<file path="config.mk">
export PLATFORM = sky130hd
export DESIGN_NAME = seg_scan_driver
export DESIGN_NICKNAME = d
export VERILOG_FILES = /design/src/rtl/seg_scan_driver.sv
export SDC_FILE = /design/constraint.sdc
export NUM_CORES = 1
export LEC_CHECK = 0
export ABC_CLOCK_PERIOD_IN_PS = 5800
export BUFFER_PORTS_ARGS = -buffer_cell sky130_fd_sc_hd__clkbuf_2
export CAP_MARGIN = 40
export CORE_UTILIZATION = 60
export DETAILED_ROUTE_END_ITERATION = 8
export PLACE_DENSITY = 0.92
export SYNTH_ARGS = -nofsm -noshare
export SYNTH_HDL_FRONTEND = slang
export SYNTH_SLANG_ARGS = --single-unit
</file>
<file path="constraint.sdc">
create_clock -name clk -period 5.8 [get_ports clk]
set_input_delay 0.29 -clock clk [delete_from_list [all_inputs] [get_ports clk]]
set_output_delay 0.29 -clock clk [all_outputs]
set_load 0.005 [all_outputs]
</file>
<file path="src/rtl/seg_scan_driver.sv">
// seg_scan_driver: time-multiplexed N-digit seven-segment display driver.
// Latches a packed hex/BCD value into a pending bank, promotes it to the
// active bank at each frame boundary, decodes one nibble per slot and scans
// the digit enables with a per-slot blank interval against ghosting.
//
// Ports:
//   clk        system clock
//   rst        asynchronous active-high reset
//   value      packed nibbles, [3:0] = digit 0 (rightmost)
//   dp_in      decimal-point request per digit
//   blank_lz   suppress leading zeros
//   load       one-cycle strobe capturing value/dp_in/blank_lz
//   seg_out    segments {a,b,c,d,e,f,g}, bit 6 = a
//   dp_out     decimal-point segment
//   dig_out    one-hot digit enable, bit i = digit i
//   frame_done pulse on the last output cycle of each full scan
module seg_scan_driver #(
  parameter int unsigned DIGITS         = 4,
  parameter int unsigned PRESCALE       = 1000,
  parameter int unsigned BLANK          = 16,
  parameter int unsigned HEX            = 1,
  parameter int unsigned SEG_ACTIVE_LOW = 0,
  parameter int unsigned DIG_ACTIVE_LOW = 1
) (
  input  logic                  clk,
  input  logic                  rst,
  input  logic [4*DIGITS-1:0]   value,
  input  logic [DIGITS-1:0]     dp_in,
  input  logic                  blank_lz,
  input  logic                  load,
  output logic [6:0]            seg_out,
  output logic                  dp_out,
  output logic [DIGITS-1:0]     dig_out,
  output logic                  frame_done
);

  localparam int unsigned VW = 4 * DIGITS;
  localparam int unsigned CW = (PRESCALE > 1) ? $clog2(PRESCALE) : 1;
  localparam int unsigned IW = (DIGITS > 1) ? $clog2(DIGITS) : 1;

  localparam logic [CW-1:0] CNT_LAST = CW'(PRESCALE - 1);
  localparam logic [IW-1:0] IDX_LAST = IW'(DIGITS - 1);

  localparam logic SEG_INV = (SEG_ACTIVE_LOW != 0);
  localparam logic DIG_INV = (DIG_ACTIVE_LOW != 0);
  localparam logic HEX_EN  = (HEX != 0);

  // Scan position
  logic [CW-1:0] cnt, cnt_nxt;
  logic [IW-1:0] idx, idx_nxt;
  logic          slot_end;
  logic          frame_end;

  // Register banks
  logic [VW-1:0]     pend_val, act_val;
  logic [DIGITS-1:0] pend_dp,  act_dp;
  logic              pend_lz,  act_lz;

  // Decode path
  logic [3:0]        nib;
  logic              dp_sel;
  logic              blank_dig;
  logic              zrun;
  logic [DIGITS-1:0] lz_mask;
  logic              lit;
  logic [6:0]        seg_c;
  logic              dp_c;
  logic [DIGITS-1:0] dig_c;

  // Font lookup, active-high segments {a..g}
  function automatic logic [6:0] font(input logic [3:0] n);
    logic [6:0] f;
    case (n)
      4'h0: f = 7'b1111110;
      4'h1: f = 7'b0110000;
      4'h2: f = 7'b1101101;
      4'h3: f = 7'b1111001;
      4'h4: f = 7'b0110011;
      4'h5: f = 7'b1011011;
      4'h6: f = 7'b1011111;
      4'h7: f = 7'b1110000;
      4'h8: f = 7'b1111111;
      4'h9: f = 7'b1111011;
      4'hA: f = HEX_EN ? 7'b1110111 : 7'b0000000;
      4'hB: f = HEX_EN ? 7'b0011111 : 7'b0000000;
      4'hC: f = HEX_EN ? 7'b1001110 : 7'b0000000;
      4'hD: f = HEX_EN ? 7'b0111101 : 7'b0000000;
      4'hE: f = HEX_EN ? 7'b1001111 : 7'b0000000;
      4'hF: f = HEX_EN ? 7'b1000111 : 7'b0000000;
      default: f = 7'b0000000;
    endcase
    return f;
  endfunction

  // Scan position register
  always_ff @(posedge clk or posedge rst) begin
    if (rst) begin
      cnt <= '0;
      idx <= '0;
    end else begin
      cnt <= cnt_nxt;
      idx <= idx_nxt;
    end
  end

  // Next scan position; frame boundary is the wrap out of the last digit slot
  always_comb begin
    slot_end  = (cnt == CNT_LAST);
    frame_end = slot_end && (idx == IDX_LAST);
    cnt_nxt   = slot_end ? '0 : cnt + CW'(1);
    idx_nxt   = idx;
    if (slot_end) begin
      idx_nxt = (idx == IDX_LAST) ? '0 : idx + IW'(1);
    end
  end

  // Pending bank: last load of the frame wins
  always_ff @(posedge clk or posedge rst) begin
    if (rst) begin
      pend_val <= '0;
      pend_dp  <= '0;
      pend_lz  <= 1'b0;
    end else if (load) begin
      pend_val <= value;
      pend_dp  <= dp_in;
      pend_lz  <= blank_lz;
    end
  end

  // Active bank: promoted only at the frame boundary; a coincident load bypasses
  always_ff @(posedge clk or posedge rst) begin
    if (rst) begin
      act_val <= '0;
      act_dp  <= '0;
      act_lz  <= 1'b0;
    end else if (frame_end) begin
      if (load) begin
        act_val <= value;
        act_dp  <= dp_in;
        act_lz  <= blank_lz;
      end else begin
        act_val <= pend_val;
        act_dp  <= pend_dp;
        act_lz  <= pend_lz;
      end
    end
  end

  // Blank interval at the head of every slot
  if (BLANK == 0) begin : g_noblank
    assign lit = 1'b1;
  end else begin : g_blank
    assign lit = (cnt >= CW'(BLANK));
  end

  // Leading-zero mask (digit i blankable when it and all higher nibbles are 0)
  // and per-slot nibble / dp selection
  always_comb begin
    zrun      = 1'b1;
    lz_mask   = '0;
    nib       = 4'h0;
    dp_sel    = 1'b0;
    blank_dig = 1'b0;
    for (int i = int'(DIGITS) - 1; i >= 0; i--) begin
      zrun = zrun && (act_val[4*i +: 4] == 4'h0);
      if (i != 0) lz_mask[i] = zrun;
    end
    for (int i = 0; i < int'(DIGITS); i++) begin
      if (idx == IW'(i)) begin
        nib       = act_val[4*i +: 4];
        dp_sel    = act_dp[i];
        blank_dig = act_lz && lz_mask[i];
      end
    end
  end

  // Active-high pin values for the current scan position
  always_comb begin
    seg_c = 7'b0000000;
    dp_c  = 1'b0;
    dig_c = '0;
    if (lit) begin
      dig_c = DIGITS'(1) << idx;
      dp_c  = dp_sel;
      if (!blank_dig) seg_c = font(nib);
    end
  end

  // Output registers; polarity applied here only
  always_ff @(posedge clk or posedge rst) begin
    if (rst) begin
      seg_out    <= {7{SEG_INV}};
      dp_out     <= SEG_INV;
      dig_out    <= {DIGITS{DIG_INV}};
      frame_done <= 1'b0;
    end else begin
      seg_out    <= seg_c ^ {7{SEG_INV}};
      dp_out     <= dp_c ^ SEG_INV;
      dig_out    <= dig_c ^ {DIGITS{DIG_INV}};
      frame_done <= frame_end;
    end
  end

endmodule

</file>
======== Yosys cells after proc, flatten, opt, wreduce, memory -nomap -nowiden ========
Memory sizes are Yosys's and may differ from the RTL's.
Index checks and enable logic that the tools add are counted.
storage, ports and cells
  register bits ........................... 67
  latch bits .............................. 0
  RAM bits ................................ 0
  memory bits (read-only) ................. 112
  input port bits ......................... 24
  output and inout port bits .............. 13
  word-level logic and storage cells ...... 52
  memories kept ........................... 1
operators by class
  $add $sub $neg .......................... 2
  $mul .................................... 0
  divide/modulo/power cells ............... 0
  $lt $le $gt $ge ......................... 1
  equal/unequal tests ..................... 4
  shift operators ......................... 1
  mux-type cells .......................... 20
  bitwise logic cells ..................... 1
  reduce and logical (&&, ||, !) cells .... 10
memories
  name             depth  width  read ports  clocked after memory_dff  write ports  line  text
  (no name shown)  16     7      1           0                         0            73    case (n)
operator list
  operator               number
  $mux 4                 6
  $mux 16                1
  $mux 7                 2
  $logic_not 4->1        3
  $add 10x1->10 const B  1
  $eq 10x10->1 const B   1
  $ge 10x5->1 const B    1
  $mux 10                1
  $mux 1                 9
  $logic_and 1x1->1      6
  $eq 2x2->1 const B     2
  $not 4->4              1
  $shl 1x2->4 const A    1
  $add 2x1->2 const B    1
  $eq 2x1->1 const B     1
  $logic_not 2->1        1
  $mux 2                 1

======== Depth between registers and ports, before layout ========
Gate-level depths: netlist of the first run.
  depth after elaboration ................. 9
  depth in mapped cells ................... 11
  depth with buffers taken out ............ 10

======== Worst setup path after synthesis of the first run ========
Ideal clock, no wire load.
  path kind ............................... reg-to-reg
  start point ............................. reg idx[0]
  end point ............................... reg seg_out[2]
  library setup time ...................... 0.134 ns
  data arrival time ....................... 1.938 ns
  data required time ...................... 5.666 ns
  setup slack ............................. 3.728 ns
  cell stages (with the launch flop) ...... 10
  path buffers ............................ 2
  clock period less this slack ............ 2.072 ns
  cells stage by stage .................... dfrtp_1 ha_1 buf_4 buf_2 a221o_1 inv_1 ha_1 inv_1 nor3_1 a211oi_2
between the ends
  word-level cells in the longest chain between the ends .. 8
  elaborated cells between the ends (all ways) .. 14
  those cells by class .................... 3 x eq/ne; 9 x mux; 1 x reduce/logical; 1 x memory
ends and longest elaborated chain
  item                    line  text
  from (decl)             50    logic [IW-1:0] idx, idx_nxt;
  from (signal assigned)  102   idx <= idx_nxt;
  $logic_not 2->1         169   if (idx == IW'(i)) begin
  $mux 4 (4 in series)    169
  $mem_v2 16x7            --
  $mux 7 (*)              185   if (!blank_dig) seg_c = font(nib);
  $mux 7 (*)              182   if (lit) begin
  named net seg_c[2]      66    logic [6:0] seg_c;
  to (signal assigned)    192   seg_out <= {7{SEG_INV}};
  to (signal assigned)    197   seg_out <= seg_c ^ {7{SEG_INV}};
  to (decl)               31    output logic [6:0] seg_out,
The timed path passes the listed nets; every way through them passes the cells marked *.
A chain may end at the register's enable or synchronous reset.

======== Final worst setup path of the first run ========
  start point ............................. reg idx[0]
  end point ............................... reg seg_out[0]
The elaborated chain is that of the path after synthesis.

==> qor.log, run 1 <==
qor: status.outcome completed
qor: clock_network.clock_sinks 67
qor: finish.post_layout_nonfiller_instances 358
qor: clock_network.clock_tree.root_cell sky130_fd_sc_hd__clkbuf_8
qor: logic_synthesis.area_fraction_in_and_or_nand_and_nor_cells_after_synthesis 11.9%
qor: logic_synthesis.yosysTopAreaCell sky130_fd_sc_hd__dfrtp_1
qor: sta.final_sum_of_negative_setup_slack 0 ps
qor: logic_synthesis.postSynthCellCount 248
qor: global_route.grt-busiest-layer met2
qor: logic_synthesis.synth_compound_area_share 7.97%
qor: die.initial_utilization 63.8%
qor: die.io_pins 37
qor: logic_synthesis.post-synth-top-area-fraction 51.0%
qor: logic_synthesis.synth_mux_area_share 15.6%
qor: die.total_die_area 0.00545 mm^2
qor: global_route.grt-ovfl-total 0
qor: sta.hold_violations 0
qor: place.io_buffer_count 36
qor: finish.layout.cells.most_common sky130_fd_sc_hd__dfrtp_1
qor: sta.timing.final.crit_share 42.6%
qor: finish.final_layout_size_suffix_gt1_share 36.4%
qor: critical_path.critical_path.max_fanout 8
qor: finish.postLayoutCellArea 0.00346 mm^2
qor: logic_synthesis.synth_xor_area_share 1.70%
qor: sta.finalClockSkew 6.98 ps
qor: logic_synthesis.post_synth_main_area_contributors sky130_fd_sc_hd__dfrtp_1 51%, sky130_fd_sc_hd__mux2_2 15%, sky130_fd_sc_hd__ha_1 4.9%
qor: logic_synthesis.synth_edf_count 0
qor: finish.finish.net_count 323
qor: routing.drt.antenna.violating_nets 0
qor: sta.period_needed 2470 ps
qor: die.die_w 73.8 um
qor: pwr.total_leakage_power 1.59 nW
qor: die.chipHeight 73.8 um
qor: pwr.power.density 261 mW/mm^2
qor: logic_synthesis.combinational_family_with_the_most_area_after_synthesis multiplexers
qor: sta.final.setup.worst_slack 3330 ps
qor: logic_synthesis.synthesis.nets 284
qor: logic_synthesis.synth.distinct_cells 49
qor: routing.avgRoutedWirePerCell 15.1 um
qor: clock_network.ctsHtreeMaxLevel 3
qor: global_route.antenna_found_initial 0
qor: routing.detail_route.wirelength 5400 um
qor: global_route.met1_usage 28.6%
qor: finish.antenna_diode_count 0
qor: sta.timing.final.max_slew_violations 0
qor: critical_path.crit_required 6020 ps
qor: global_route.grt.met3_usage 7.96%
qor: sta.relSlewSlack 47.1%
qor: logic_synthesis.yosysWarnings 0
qor: place.place_hpwl 3790 um
qor: clock_network.total_clock_buffers_created_by_cts 9
qor: critical_path.timing_worst_setup_path_type flop to flop
qor: global_route.grt_util_met2 35.9%
qor: die.coreArea 0.00485 mm^2
qor: die.row_count 25
qor: place.place_worst_setup_slack 3400 ps
qor: critical_path.worst_r2r_startpoint idx[0]$_DFFE_PP0N_
qor: clock_network.worstSkewPairLatency 350 ps
qor: logic_synthesis.post_synth_instance_area 0.00309 mm^2
qor: finish.most-common-layout-cells 63 x sky130_fd_sc_hd__dfrtp_1, 40 x sky130_fd_sc_hd__mux2_2, 36 x sky130_fd_sc_hd__clkbuf_2, 21 x sky130_fd_sc_hd__nand2_1, 12 x sky130_fd_sc_hd__ha_1
qor: critical_path.crit_end_element flop
qor: critical_path.cp-startpoint idx[0]$_DFFE_PP0N_
qor: global_route.grt_pass1_wl 8910 um
qor: routing.detailroute.via_count 1981
qor: global_route.grt_max_degree 68
qor: place.number_of_instances_in_the_placed_design 343
qor: place.place.gp.congestion 0.824
qor: clock_network.tritoncts_clock_tree yes
qor: clock_network.clk_path_buf_depth 2
qor: logic_synthesis.ys.flop_type sky130_fd_sc_hd__dfrtp_1
qor: flow_run.maxCapViolations 0
qor: logic_synthesis.ys_seq_area_share 54.4%
qor: routing.drtPass1Iterations 5
qor: critical_path.crit_path_start_kind flop
qor: sta.setup_viol_count_final 0
qor: clock_network.path_clk_slew 70 ps
qor: finish.areaGrowthSynthToFinish 11.7%
qor: clock_network.cts.repair_timing.setup_buffer_count 0
qor: sta.slew_at_the_pin_with_the_worst_max_slew_slack 793 ps
qor: logic_synthesis.post_synth.cell_area_avg 12.5 um^2
qor: logic_synthesis.ys_ff_latch 67
qor: logic_synthesis.async_flop_share 100%
qor: pwr.finalPower 0.901 mW
qor: sta.rsz0062_at_grt no
qor: place.detailed_place.area 0.00330 mm^2
qor: routing.drt-initial-drc-count 129
qor: routing.avgViaCountPerCell 5.53
qor: global_route.grt_util_all_layers 22.5%
qor: clock_network.cts_hold_repair.buffers 0
qor: sta.whs 154 ps
qor: routing.drc 0
qor: pwr.ir_drop 0.180 mV
qor: critical_path.critPathArrivalTime 2690 ps
qor: finish.finish.utilization 71.3%
qor: logic_synthesis.yosys.area_share.adder 4.85%
qor: worst_hold_path.hold_path_class input port to asynchronous set/reset pin
qor: global_route.first_global_vias 1983
qor: sta.timing.fmax 405 MHz
qor: clock_network.cts_repair_resize_count 0
[cell type report]
cell class / count / area (um^2)
flip-flops and latches: 67 / 1680
fillers: 331 / 1390
multi-input cells: 160 / 1300
repair buffers: 37 / 188
clock buffers: 12 / 145
well taps: 67 / 83.8
inverters: 12 / 45.0
clock inverters: 3 / 15.0
[synth_stat cells, types with 2 or more instances]
| library cell | n |
|---|---|
| sky130_fd_sc_hd__a21oi_1 | 8 |
| sky130_fd_sc_hd__a221oi_1 | 2 |
| sky130_fd_sc_hd__and2_1 | 3 |
| sky130_fd_sc_hd__and3_1 | 3 |
| sky130_fd_sc_hd__buf_6 | 4 |
| sky130_fd_sc_hd__clkbuf_1 | 3 |
| sky130_fd_sc_hd__dfrtp_1 | 63 |
| sky130_fd_sc_hd__dfstp_2 | 4 |
| sky130_fd_sc_hd__ha_1 | 12 |
| sky130_fd_sc_hd__inv_1 | 12 |
| sky130_fd_sc_hd__mux2_2 | 40 |
| sky130_fd_sc_hd__mux2i_1 | 2 |
| sky130_fd_sc_hd__nand2_1 | 21 |
| sky130_fd_sc_hd__nand2b_1 | 2 |
| sky130_fd_sc_hd__nand3_1 | 5 |
| sky130_fd_sc_hd__nand3b_1 | 4 |
| sky130_fd_sc_hd__nor2_1 | 9 |
| sky130_fd_sc_hd__nor2b_1 | 3 |
| sky130_fd_sc_hd__nor3_1 | 5 |
| sky130_fd_sc_hd__nor4_1 | 2 |
| sky130_fd_sc_hd__o21ai_0 | 7 |
| sky130_fd_sc_hd__o21ai_1 | 3 |
| sky130_fd_sc_hd__xnor2_1 | 2 |
| sky130_fd_sc_hd__xor2_1 | 4 |
[worst paths after layout]
path,end,slack [ps],depth (start not counted)
max,seg_out[0]$_DFF_PP0_,3330,10
min,cnt[4]$_DFF_PP0_,150,3
max reg2reg,seg_out[0]$_DFF_PP0_,3330,10
min reg2reg,cnt[0]$_DFF_PP0_,490,1
max in group asynchronous,pend_val[0]$_DFF_PP0_,5130,3
min in group clk,pend_dp[0]$_DFF_PP0_,190,2
[per-layer routing]
| layer | vias to the layer above | wire length (um) |
|---|---|---|
| li1 | 943 | - |
| met1 | 962 | 2510 |
| met2 | 65 | 2500 |
| met3 | 11 | 304 |
| met4 | 0 | 85 |
| met5 | - | 0 |
[power by group]
| part | total, mW | switching, mW | internal, mW |
|---|---|---|---|
| registers | 0.504 | 0.0105 | 0.494 |
| logic | 0.0744 | 0.0371 | 0.0373 |
| clock network | 0.322 | 0.160 | 0.162 |
| total | 0.901 | 0.208 | 0.693 |
[logic make-up after synthesis]
logic type	count (synthesis)
simple gates	67
buf+inv	21
flops	67
xor+xnor	6
mux	43
compound gates	32
fa+ha+maj	12
[sequential cells by signal, summed over array words and instances (netlist names)]
signal / flops
act_dp: 4
act_lz: 1
act_val: 16
cnt: 10
dig_out: 4
dp_out: 1
frame_done: 1
idx: 2
pend_dp: 4
pend_lz: 1
pend_val: 16
seg_out: 7
[critical path, cell delays in order, from the launching register on]
cell                       delay (ps)
sky130_fd_sc_hd__dfrtp_1          420
sky130_fd_sc_hd__inv_1            110
sky130_fd_sc_hd__ha_1             320
sky130_fd_sc_hd__inv_1            120
sky130_fd_sc_hd__nor3_1           200
sky130_fd_sc_hd__a221o_1          260
sky130_fd_sc_hd__inv_1            120
sky130_fd_sc_hd__ha_1             230
sky130_fd_sc_hd__nand2_1           90
sky130_fd_sc_hd__o21ai_1           90
sky130_fd_sc_hd__a221oi_1         380
(Power assumes the default switching activity.)
==> inputs of run 2 (changes only) <==
ABC_CLOCK_PERIOD_IN_PS = 2500   (was 5800)
CORE_UTILIZATION = 57   (was 60)
PLACE_DENSITY = 0.88   (was 0.92)
clock period = 2.5 ns   (was 5.8 ns; I/O delays follow)
==> run 2 against run 1 <==
Core utilization is 2.3 points lower; clock skew hardly changed; global-route usage is 0.62 points lower; largest cell class unchanged; combinational power is 140% higher; sequential power is 130% higher; register-to-register slack worse by 3200 ps; clock power grew to 3.0 times the previous value.
==> qor.log, run 2 (synthesis results as in run 1) <==
qor: status.outcome completed
qor: clock_network.clk_path_buf_depth 2 [unchanged]
qor: routing.drtPass1Iterations 4 [-1]
qor: sta.timing.final.max_slew_violations 0 [unchanged]
qor: pwr.p_sw_share 21.3% [-1.7 points]
qor: pwr.p_clk_share 41.5% [+5.7 points]
qor: critical_path.worst_path_largest_cell_delay 430 ps [about the same]
qor: sta.setup_viol_count_final 0 [unchanged]
qor: die.initial_utilization 59.8% [-4.0 points]
qor: critical_path.crit_end_element flop
qor: clock_network.total_clock_buffers_created_by_cts 9 [unchanged]
qor: routing.wl_on_met1 2450 um [-2.6%]
qor: critical_path.critical_path.max_fanout 12 [+4]
qor: clock_network.tritoncts_clock_tree yes
qor: critical_path.r2r_cells 9 [-1]
qor: pwr.ir_drop 0.293 mV [+63%]
qor: die.row_count 26 [+4.0%]
qor: routing.avgRoutedWirePerCell 15.3 um [+1.6%]
qor: global_route.first_global_vias 1970 [-0.66%]
qor: critical_path.cp_slowest_cell sky130_fd_sc_hd__a221o_1
qor: routing.route.met3.wl 224 um [-26%]
qor: finish.layout.cells.most_common sky130_fd_sc_hd__dfrtp_1
qor: global_route.grt_max_degree 35 [-49%]
qor: finish.fillerInstances 345 [+4.2%]
qor: global_route.grt_util_all_layers 21.9% [-0.62 points]
qor: clock_network.ctsHtreeMaxLevel 3 [unchanged]
qor: routing.avgViaCountPerCell 5.49 [-0.80%]
qor: sta.timing.final.crit_share 93.1% [+51 points]
qor: sta.timing.fmax 429 MHz [+6.0%]
qor: pwr.total_leakage_power 1.64 nW [+3.5%]
qor: critical_path.crit_end seg_out[2]$_DFF_PP0_
qor: critical_path.worstPathCellList inv_1, ha_1, a211oi_1, a221o_1, inv_1, ha_1, inv_1, nor3_1, a211oi_2
qor: sta.relSlewSlack 62.1% [+15 points]
qor: finish.post_layout_nonfiller_instances 368 [+2.8%]
qor: clock_network.cts_hold_repair.buffers 1 [+1]
qor: pwr.internal_power_of_the_cells 1.81 mW [+160%]
qor: routing.detailroute.via_count 2020 [+2.0%]
qor: critical_path.ff2ff_setup_slack 170 ps [-3160 ps]
qor: sta.finalClockSkew 6.73 ps [-0.252 ps]
qor: flow_run.maxCapViolations 0 [unchanged]
qor: critical_path.crit_path_frequent_cell sky130_fd_sc_hd__inv_1
qor: pwr.power_frac_seq 50.8% [-5.2 points]
qor: finish.top_regs act_val: 16 flops, pend_val: 16 flops, cnt: 10 flops
qor: die.coreArea 0.00517 mm^2 [+6.7%]
qor: clock_network.clock_sinks 67 [unchanged]
qor: place.place_hpwl 4010 um [+5.9%]
qor: critical_path.crit_path_start_kind flop
qor: finish.most-common-layout-cells 63 x sky130_fd_sc_hd__dfrtp_1, 40 x sky130_fd_sc_hd__mux2_2, 36 x sky130_fd_sc_hd__clkbuf_2, 21 x sky130_fd_sc_hd__nand2_1, 12 x sky130_fd_sc_hd__ha_1
qor: critical_path.critPathArrivalTime 2530 ps [-160 ps]
qor: routing.drt-initial-drc-count 122 [-5.4%]
qor: place.io_buffer_count 36 [unchanged]
qor: clock_network.worstSkewPairLatency 330 ps [-20 ps]
qor: clock_network.clock_tree.root_cell sky130_fd_sc_hd__clkbuf_8
qor: global_route.antenna_found_initial 0 [unchanged]
qor: sta.hold_violations 0 [unchanged]
qor: routing.top_layer met4
qor: clock_network.cts.repair_timing.setup_buffer_count 0 [unchanged]
qor: critical_path.timing_worst_setup_path_type flop to flop
qor: routing.detailroute.wirelength.met2 2870 um [+15%]
qor: place.number_of_instances_in_the_placed_design 352 [+2.6%]
qor: pwr.net-switching-power 0.491 mW [+140%]
qor: worst_hold_path.hold-path-cell-count 2
qor: pwr.share_comb_of_total_power 7.7% [-0.6 points]
qor: die.die_w 75.7 um [+2.5%]
qor: finish.areaGrowthSynthToFinish 15.4%
qor: global_route.grt_pass1_wl 8960 um [+0.47%]
qor: die.chipHeight 75.7 um [+2.5%]
qor: global_route.grt-ovfl-total 0 [unchanged]
qor: critical_path.worst_r2r_startpoint idx[1]$_DFFE_PP0N_
qor: finish.final_layout_size_suffix_gt1_share 38.3% [+1.8 points]
qor: routing.detail_route.wirelength 5640 um [+4.5%]
qor: sta.final_sum_of_negative_setup_slack 0 ps [unchanged]
qor: place.place.gp.congestion 0.816 [-0.97%]
qor: finish.finish.net_count 330 [+2.2%]
qor: clock_network.cts_repair_resize_count 0 [unchanged]
qor: sta.rsz0062_at_grt no
qor: sta.period_needed 2330 ps [-140 ps]
qor: worst_hold_path.hold_path_class input port to flop
qor: sta.slew_at_the_pin_with_the_worst_max_slew_slack 568 ps [-225 ps]
qor: routing.drt.antenna.violating_nets 0 [unchanged]
qor: critical_path.critical_r2r_capture seg_out[2]$_DFF_PP0_
qor: critical_path.crit_required 2700 ps [-3320 ps]
qor: routing.drc 0 [unchanged]
qor: pwr.power.density 646 mW/mm^2 [+150%]
qor: clock_network.path_clk_slew 70 ps [about the same]
qor: finish.antenna_diode_count 0 [unchanged]
qor: die.total_die_area 0.00573 mm^2 [+5.1%]
qor: critical_path.cp-startpoint idx[1]$_DFFE_PP0N_
qor: die.io_pins 37 [unchanged]
run 2: cell types whose count changed in the layout (fill, tap and decap cells not counted), sizes merged:
cell / change
buf: +6
bufinv: +2
clkbuf: -2
clkinv: -1
clkinvlp: +1
dlygate4sd3: +1
run 2: worst min path at each step:
stage | from | endpoint | slack, ps
2_1_floorplan | value[15] | pend_val[15]$_DFF_PP0_ | 290
3_3_place_gp | rst | dp_out$_DFF_PP0_ | 70
3_5_place_dp | rst | frame_done$_DFF_PP0_ | 80
4_1_cts | dp_in[1] | pend_dp[1]$_DFF_PP0_ | 30
5_1_grt | dp_in[2] | pend_dp[2]$_DFF_PP0_ | 30
6_report | dp_in[0] | pend_dp[0]$_DFF_PP0_ | 40
run 2: power groups by stage:
stage	logic [mW]	registers, mW	clock network (mW)
2_1_floorplan	0.120	1.18	0
3_5_place_dp	0.178	1.19	0
3_3_place_gp	0.170	1.19	0
4_1_cts	0.181	1.17	0.974
6_report	0.178	1.17	0.957
5_1_grt	0.199	1.18	1.03
run 2: critical path, delay by kind of cell (launching register included):
kind	cells	cell delay, ps
AO/OA/AOI/OAI	3	640
adder cells (fa/ha/maj)	2	580
flip-flops	1	400
buffers and inverters	3	350
AND/OR/NAND/NOR	1	230
run 2: metrics by stage:
step                instance area [um^2]  setup slack (ps)  total power [mW]  hold slack [ps]  utilization [%]
finish                              3570               171              2.31             39.3             69.0
CTS                                 3570               203              2.33             27.2             69.0
global route                        3570              8.81              2.40             27.9             69.0
floorplan                           3090               428              1.30              288                -
detailed placement                  3340               238              1.37             82.5             64.7
global placement                    3340               352              1.36             74.9             64.7
run 2: per-layer routing:
metal / vias to the layer above / GRT usage (%)
met5: - / 0
met4: 0 / 9.26
met3: 8 / 6.75
met2: 56 / 35.7
met1: 999 / 27.2
li1: 957 / -
run 2: area by class of cell:
class | instances | area [um^2] | share of cell area (%)
Inverter | 12 | 45.0 | 1.26
Sequential cell | 67 | 1680 | 47.1
Clock inverter | 5 | 77.6 | 2.17
Clock buffer | 10 | 138 | 3.86
Timing Repair Buffer | 44 | 243 | 6.80
Multi-Input combinational cell | 160 | 1300 | 36.3
Tap cell | 70 | 87.6 | 2.45
